## src/rtl/mem_access_stage.sv

```systemverilog
// MEM pipeline stage: issues loads/stores over a req/ack data-memory port,
// stalls upstream while an access is outstanding and registers the MEM/WB outputs.
module mem_access_stage #(
  parameter int unsigned MAX_WAIT = 255
) (
  input  logic        clock,
  input  logic        startin,
  input  logic [31:0] alu_result_input,
  input  logic [31:0] read_data_2_input,
  input  logic [4:0]  write_register_input,
  input  logic [1:0]  WB_input,
  input  logic [1:0]  MEM_input,
  input  logic [31:0] mem_rdata,
  input  logic        mem_ack,
  output logic        mem_req,
  output logic        mem_we,
  output logic [31:0] mem_addr,
  output logic [31:0] mem_wdata,
  output logic        stall,
  output logic        mem_error,
  output logic [31:0] read_data_output,
  output logic [31:0] alu_result_output,
  output logic [4:0]  write_register_output,
  output logic [1:0]  WB_output,
  output logic [1:0]  o_dbg_state
);

  // Memory handshake: mem_req is raised one edge after the IDLE stall cycle and
  // held, together with mem_addr/mem_we/mem_wdata, until the edge that samples
  // mem_ack=1 (or the abort edge); exactly one request is ever outstanding.
  typedef enum logic [1:0] {
    S_IDLE = 2'd0,
    S_BUSY = 2'd1,
    S_DONE = 2'd2
  } state_t;

  localparam logic [15:0] WAIT_LAST = 16'(MAX_WAIT - 1);

  state_t      r_state;
  logic [15:0] r_wait_cnt;
  logic        r_abort;
  logic        r_mem_req;
  logic        r_mem_we;
  logic [31:0] r_mem_addr;
  logic [31:0] r_mem_wdata;
  logic        r_mem_error;
  logic [31:0] r_read_data;
  logic [31:0] r_alu_result;
  logic [4:0]  r_write_reg;
  logic [1:0]  r_wb;

  logic w_mem_op;
  logic w_illegal;
  logic w_legal_op;
  logic w_stall;

  assign w_mem_op   = |MEM_input;
  assign w_illegal  = (MEM_input == 2'b11) ||
                      (w_mem_op && (alu_result_input[1:0] != 2'b00));
  assign w_legal_op = w_mem_op && !w_illegal;

  always_comb begin
    w_stall = 1'b0;
    if (r_state == S_BUSY) begin
      w_stall = 1'b1;
    end else if (r_state == S_IDLE) begin
      w_stall = w_legal_op;
    end
  end

  always_ff @(posedge clock or posedge startin) begin
    if (startin) begin
      r_state      <= S_IDLE;
      r_wait_cnt   <= 16'd0;
      r_abort      <= 1'b0;
      r_mem_req    <= 1'b0;
      r_mem_we     <= 1'b0;
      r_mem_addr   <= 32'd0;
      r_mem_wdata  <= 32'd0;
      r_mem_error  <= 1'b0;
      r_read_data  <= 32'd0;
      r_alu_result <= 32'd0;
      r_write_reg  <= 5'd0;
      r_wb         <= 2'd0;
    end else begin
      case (r_state)
        S_IDLE: begin
          r_alu_result <= alu_result_input;
          r_write_reg  <= write_register_input;
          if (!w_mem_op) begin
            r_wb        <= WB_input;
            r_read_data <= 32'd0;
          end else if (w_illegal) begin
            r_mem_error <= 1'b1;
            r_wb        <= 2'd0;
            r_read_data <= 32'd0;
          end else begin
            // Bubble now; the real MEM/WB contents are loaded from DONE.
            // read_data_output is left alone so stores never touch it.
            r_wb        <= 2'd0;
            r_mem_req   <= 1'b1;
            r_mem_we    <= MEM_input[0];
            r_mem_addr  <= alu_result_input;
            r_mem_wdata <= read_data_2_input;
            r_wait_cnt  <= 16'd0;
            r_abort     <= 1'b0;
            r_state     <= S_BUSY;
          end
        end
        S_BUSY: begin
          if (mem_ack) begin
            r_mem_req <= 1'b0;
            if (!r_mem_we) begin
              r_read_data <= mem_rdata;
            end
            r_state <= S_DONE;
          end else if (r_wait_cnt == WAIT_LAST) begin
            r_mem_req   <= 1'b0;
            r_mem_error <= 1'b1;
            r_abort     <= 1'b1;
            r_state     <= S_DONE;
          end else begin
            r_wait_cnt <= r_wait_cnt + 16'd1;
          end
        end
        S_DONE: begin
          // Upstream still holds the instruction that made the access.
          r_alu_result <= alu_result_input;
          r_write_reg  <= write_register_input;
          r_wb         <= r_abort ? 2'd0 : WB_input;
          r_abort      <= 1'b0;
          r_state      <= S_IDLE;
        end
        default: begin
          r_state   <= S_IDLE;
          r_mem_req <= 1'b0;
        end
      endcase
    end
  end

  assign mem_req               = r_mem_req;
  assign mem_we                = r_mem_we;
  assign mem_addr              = r_mem_addr;
  assign mem_wdata             = r_mem_wdata;
  assign stall                 = w_stall;
  assign mem_error             = r_mem_error;
  assign read_data_output      = r_read_data;
  assign alu_result_output     = r_alu_result;
  assign write_register_output = r_write_reg;
  assign WB_output             = r_wb;
  assign o_dbg_state           = r_state;

  a_req_only_busy: assert property (@(posedge clock) disable iff (startin)
    r_mem_req |-> (r_state == S_BUSY));

  a_req_stable: assert property (@(posedge clock) disable iff (startin)
    (r_state == S_BUSY && $past(r_state) == S_BUSY) |->
      ($stable(r_mem_addr) && $stable(r_mem_wdata) && $stable(r_mem_we)));

endmodule

```

## config.mk

```make
export PLATFORM = sky130hd
export DESIGN_NAME = mem_access_stage
export DESIGN_NICKNAME = d
export VERILOG_FILES = /design/src/rtl/mem_access_stage.sv
export SDC_FILE = /design/constraint.sdc
export NUM_CORES = 1
export LEC_CHECK = 0
export BUFFER_PORTS_ARGS = -buffer_cell sky130_fd_sc_hd__buf_2
export CAP_MARGIN = 25
export CORE_MARGIN = 10
export CORE_UTILIZATION = 30
export CTS_BUF_LIST = sky130_fd_sc_hd__clkbuf_4 sky130_fd_sc_hd__clkbuf_8
export DETAILED_ROUTE_END_ITERATION = 8
export GPL_TIMING_DRIVEN = 1
export SYNTH_ARGS = -nofsm -noshare
export SYNTH_HDL_FRONTEND = slang
export SYNTH_SLANG_ARGS = --single-unit
export TNS_END_PERCENT = 10
```

## constraint.sdc

```tcl
create_clock -name clock -period 8.3 [get_ports clock]
set_clock_uncertainty 0.05 [all_clocks]
set_input_delay 0.415 -clock clock [delete_from_list [all_inputs] [get_ports clock]]
set_output_delay 0.415 -clock clock [all_outputs]
set_load 0.05 [all_outputs]
```

==> results of run 1 <==
==> placed cells by master (no fill, tap or decap), drive strengths merged, types with 4 or more instances in the layout <==
cell type  count
a21oi         13
a22o           4
and3           4
buf          253
clkbuf        18
clkinv         4
dfrtp        157
inv           11
mux2          99
nand2         80
nand3          5
nand4          6
nor2          11
nor3           4
nor3b          4
o21ai         55
o31ai          5
==> final cells by class <==
type / count / area share (%)
clock buffer: 18 / 3.00
clock inverter: 14 / 2.19
inverter: 7 / 0.378
multi-input combinational: 316 / 27.0
sequential: 157 / 47.5
tap: 275 / 4.16
timing repair buffer: 253 / 15.7
==> routing by layer <==
metal  GRT usage (%)  vias up  share of wire [%]
li1                -     2255                  -
met4            3.47        0                1.1
met2            20.4      145                 49
met1            14.0     2304                 40
met3            5.70       12                9.6
met5               0        -                  0
==> registers in the layout, indices dropped and copies added, names as in the netlist, 2 cells and up <==
signal,flops
WB_output,2
alu_result_output,32
mem_addr,32
mem_wdata,32
o_dbg_state,2
r_wait_cnt,16
read_data_output,32
write_register_output,5
==> power by group through the flow <==
stage,Sequential [uW],Combinational (uW),Clock [uW]
floorplan,1550,222,0
CTS,1000,1040,645
detailed placement,1020,1030,0
global route,1020,1070,671
global placement,1010,1020,0
finish,1000,1020,618
==> worst paths after layout <==
check	startpoint	endpoint	slack (ps)	depth (start not counted)
min in group clock	WB_input[0]	WB_output[0]	140	2
hold / removal	startin	mem_wdata[14]	60	2
hold reg to reg	read_data_output[18]	read_data_output[18]	430	2
max in group asynchronous	startin	alu_result_output[30]	6770	3
setup reg to reg	o_dbg_state[0]	r_wait_cnt[14]	5490	6
setup / recovery	o_dbg_state[0]	stall	5040	6
==> critical path: cells and delay by family, from the launching register on <==
kind | cells | cell delay, ps
AND/OR/NAND/NOR | 3 | 310
buffers and inverters | 3 | 1340
flip-flops | 1 | 630
==> kinds of logic after synthesis <==
group | after synthesis
multiplexers | 99
XOR/XNOR | 1
AO/OA/AOI/OAI | 88
AND/OR/NAND/NOR | 126
adder cells (fa/ha/maj) | 2
flip-flops | 157
buffers and inverters | 36
==> stage by stage <==
step | power [uW] | hold slack [ps] | util [%] | worst slack (ps)
6_report | 2640 | 62.4 | 39.6 | 5040
5_1_grt | 2770 | 105 | 39.6 | 4740
4_1_cts | 2680 | 86.1 | 39.6 | 4860
3_5_place_dp | 2050 | 419 | 37.5 | 5390
3_3_place_gp | 2030 | 409 | 37.4 | 5370
2_1_floorplan | 1780 | 401 | - | 3600
==> impl_metrics.ini, run 1 <==
[logic_synthesis]
synthSimpleGateAreaFrac_pct = 9.07
synth_area_leaders = dfrtp_1, mux2_2, nand2_1
synth_edf_count = 0
syn-num-nets = 619
synth.distinct_cells = 37
muxShareOfSynthArea_pct = 17.6
yosysWarnings = 0
syn-mean-instance-area_um2 = 12.5
yosysSeqAreaShare_pct = 61.9
yosys.area.top_type = dfrtp_1
synth_xor_area_share_pct = 0.138
synth_compound_area_share_pct = 7.85
netlist_instances = 509
ys_top_cells_by_count = dfrtp_1, mux2_2, nand2_1, o21ai_0, a21oi_1
synth_flop_cell = dfrtp_1
synth_top_family_by_area = multiplexers
synthAdderAreaFrac_pct = 0.394
netlist_area_um2 = 6340
ys_ff_latch = 157
synth_top_area_share_pct = 61.9
synth-async-reset-ratio_pct = 100
synth.most_common_cell = dfrtp_1

[clocking]
cts_resized = 0
cts.sinks = 157
root_buffer = clkbuf_8
holdBufCountCts = 0
cts_max_level = 4
clk_latency_ps = 440
cts_made_buffers = 17
max-clock-path-buffers = 2
post_cts_buffers = 0
cts_tree = built
cts.reportedPaths.clkPinSlew_ps = 90

[die]
num_rows = 53
start_util_pct = 30.4
die_h_um = 165
io_pins = 249
core-area_um2 = 20900
die_x_um = 165
fp.dieArea_um2 = 27400

[setup_path]
crit_type = reg -> out
cp_common_cell = buf_4
crit_chain = buf_4 > nor4_4 > nand2_2 > buf_4 > nand2_1 > buf_2
slowest_stage = dfrtp_2
worstPathMaxFanout = 65
crit_path_max_incr_delay_ps = 630
critPathCaptureType = output port
crit_required_ps = 7840
start_kind = register
cp.arrival_ps = 2800

[finish]
syn_to_final_growth_pct = 30.3
fillers = 2090
multi_input_area_um2 = 2230
num_antenna_cells = 0
nets = 862
drive_gt1_share_pct = 51.0
fin_cells = 1040
area.sequential_um2 = 3930
fin_area_um2 = 8270

[power_and_ir_drop]
swShare_pct = 43.6
clkPwrFrac_pct = 23.4
ir_drop_v = 0.000180
p_leak_uw = 0.00399
p_sw_uw = 1150
internal_power_uw = 1490
p_comb_share_pct = 38.6
pwr-share-seq_pct = 38.0
powerDensity_nw_per_um2 = 319

[sta]
slew_headroom_pct = 20.5
setup_tns_ps = 0
period_minus_slack_ps = 3260
hold_viol = 0
rsz0062_at_grt = false
tightest_slew_ps = 1190
slew_viol_final = 0
fmax_mhz = 307
post-route-period-util_pct = 39.3
setup_violations = 0

[detailed_routing]
drtIter0Drc = 282
vias_per_cell = 4.53
post_drt_wl_per_cell_um = 16.8
drtAntennaViolNets = 0
vias = 4716
drt_wl_total_um = 17400
route.detailed.drc = 0
first_pass_iters = 4

[placed_design]
place_hpwl_um = 12700
io_buffer_count = 248
place_inst = 1008
post_dp_cell_area_um2 = 7840
gp_congestion = 0.765

[global_routing]
grt_pass1_wl_um = 26700
track_usage_pct = 12.3
antenna_found_initial = 0
grt_pass1_vias = 4918
grt_max_degree = 97
grt-ovfl-total = 0

[job]
cap_violations = 0

[hold_path]
hp-class = in -> async

[outcome]
status = finished, final reports clean
(Power assumes the default switching activity.)
==> run 2: changes to the inputs <==
clock period = 3.1 ns   (was 8.3 ns; I/O delays follow)
==> impl_metrics.ini, run 2 (same netlist as run 1, synthesis figures left out) <==
[setup_path]
rr_endpoint = r_wait_cnt[14]
reg2reg_slack_ps = 810
reg2reg_depth = 6
crit_type = reg -> out
crit_required_ps = 2890
start_kind = register
r2r_start = o_dbg_state[0]
worstPathMaxFanout = 16
critPathCaptureType = output port
cp.arrival_ps = 2180

[job]
cap_violations = 0

[global_routing]
grt_max_degree = 65
grt-ovfl-total = 0
grt_pass1_vias = 5466
track_usage_pct = 13.5
grt_pass1_wl_um = 29200
antenna_found_initial = 0

[clocking]
cts_made_buffers = 17
cts.reportedPaths.clkPinSlew_ps = 90
holdBufCountCts = 105
cts.sinks = 157
cts_max_level = 4
root_buffer = clkbuf_8
post_cts_buffers = 0
cts_resized = 0
cts_tree = built
max-clock-path-buffers = 2
clk_latency_ps = 440

[outcome]
status = finished, final reports clean

[die]
start_util_pct = 30.4
die_h_um = 165
fp.dieArea_um2 = 27400
num_rows = 53
core-area_um2 = 20900
io_pins = 249
die_x_um = 165

[hold_path]
min_to = mem_we
hp-class = in -> reg
worstHoldStart = MEM_input[0]
holdPathStages = 3

[sta]
fmax_mhz = 420
post-route-period-util_pct = 76.8
setup_violations = 0
slew_headroom_pct = 23.6
rsz0062_at_grt = false
setup_tns_ps = 0
hold_viol = 0
whs_ps = 44.4
tightest_slew_ps = 1150
period_minus_slack_ps = 2380
slew_viol_final = 0

[power_and_ir_drop]
powerDensity_nw_per_um2 = 748
p_leak_uw = 0.00443
ir_drop_v = 0.000450

[detailed_routing]
drtAntennaViolNets = 0
drtIter0Drc = 315
route.detailed.drc = 0
vias_per_cell = 4.41
drt_wl_total_um = 18400
vias = 5062
post_drt_wl_per_cell_um = 16.0
first_pass_iters = 4

[finish]
nets = 970
syn_to_final_growth_pct = 46.7
layout_commonest_cell = buf_2
drive_gt1_share_pct = 45.0
final_cell_mix = buf_2, dfrtp_1, dlygate4sd3_1
fin_cells = 1148
num_antenna_cells = 0

[placed_design]
gp_congestion = 0.841
place_inst = 1011
io_buffer_count = 248
place_hpwl_um = 12700
-- run 2: metal layers --
metal / up-vias / GRT usage [%] / part of all wire [%]
li1: 2467 / - / -
met1: 2396 / 15.2 / 40
met2: 176 / 21.8 / 48
met3: 23 / 6.67 / 11
met4: 0 / 4.75 / 1.8
met5: - / 0 / 0
-- run 2: power by group --
group          switching [uW]  total [uW]  internal [uW]
clock                     828        1440            616
combinational            2080        2850            773
sequential                207        2670           2460
total                    3110        6960           3850
-- run 2: worst max-delay path: stages (launching register included) --
cell and delay, ps:
dfrtp_1 520, nor4_4 430, nand2_2 360, nand2_1 140, buf_2 280
-- run 2: worst max path at each step --
| stage | depth (start not counted) | to | startpoint |
|---|---|---|---|
| 2_1_floorplan | 1 | WB_output[0] | startin |
| 3_3_place_gp | 6 | r_wait_cnt[14] | o_dbg_state[0] |
| 3_5_place_dp | 6 | r_wait_cnt[14] | o_dbg_state[0] |
| 4_1_cts | 4 | stall | o_dbg_state[1] |
| 5_1_grt | 4 | stall | o_dbg_state[1] |
| 6_report | 4 | stall | o_dbg_state[1] |
-- run 2: layout make-up --
class                      count  area, um^2
sequential                   157        3930
multi-input combinational    316        2230
clock inverter                13         106
clock buffer                  19         262
fill                        1929       11600
inverter                       7        30.0
timing repair buffer         361        2400
tap                          275         344
-- run 2: stage by stage --
step           instance area [um^2]  utilization, %  setup WS [ps]  power (uW)
4_1_cts                        9310            44.6            630        7090
6_report                       9310            44.6            720        6960
3_3_place_gp                   7890            37.8            831        5460
2_1_floorplan                  6350               -            908        4750
5_1_grt                        9310            44.6            525        7330
3_5_place_dp                   7890            37.8            834        5490
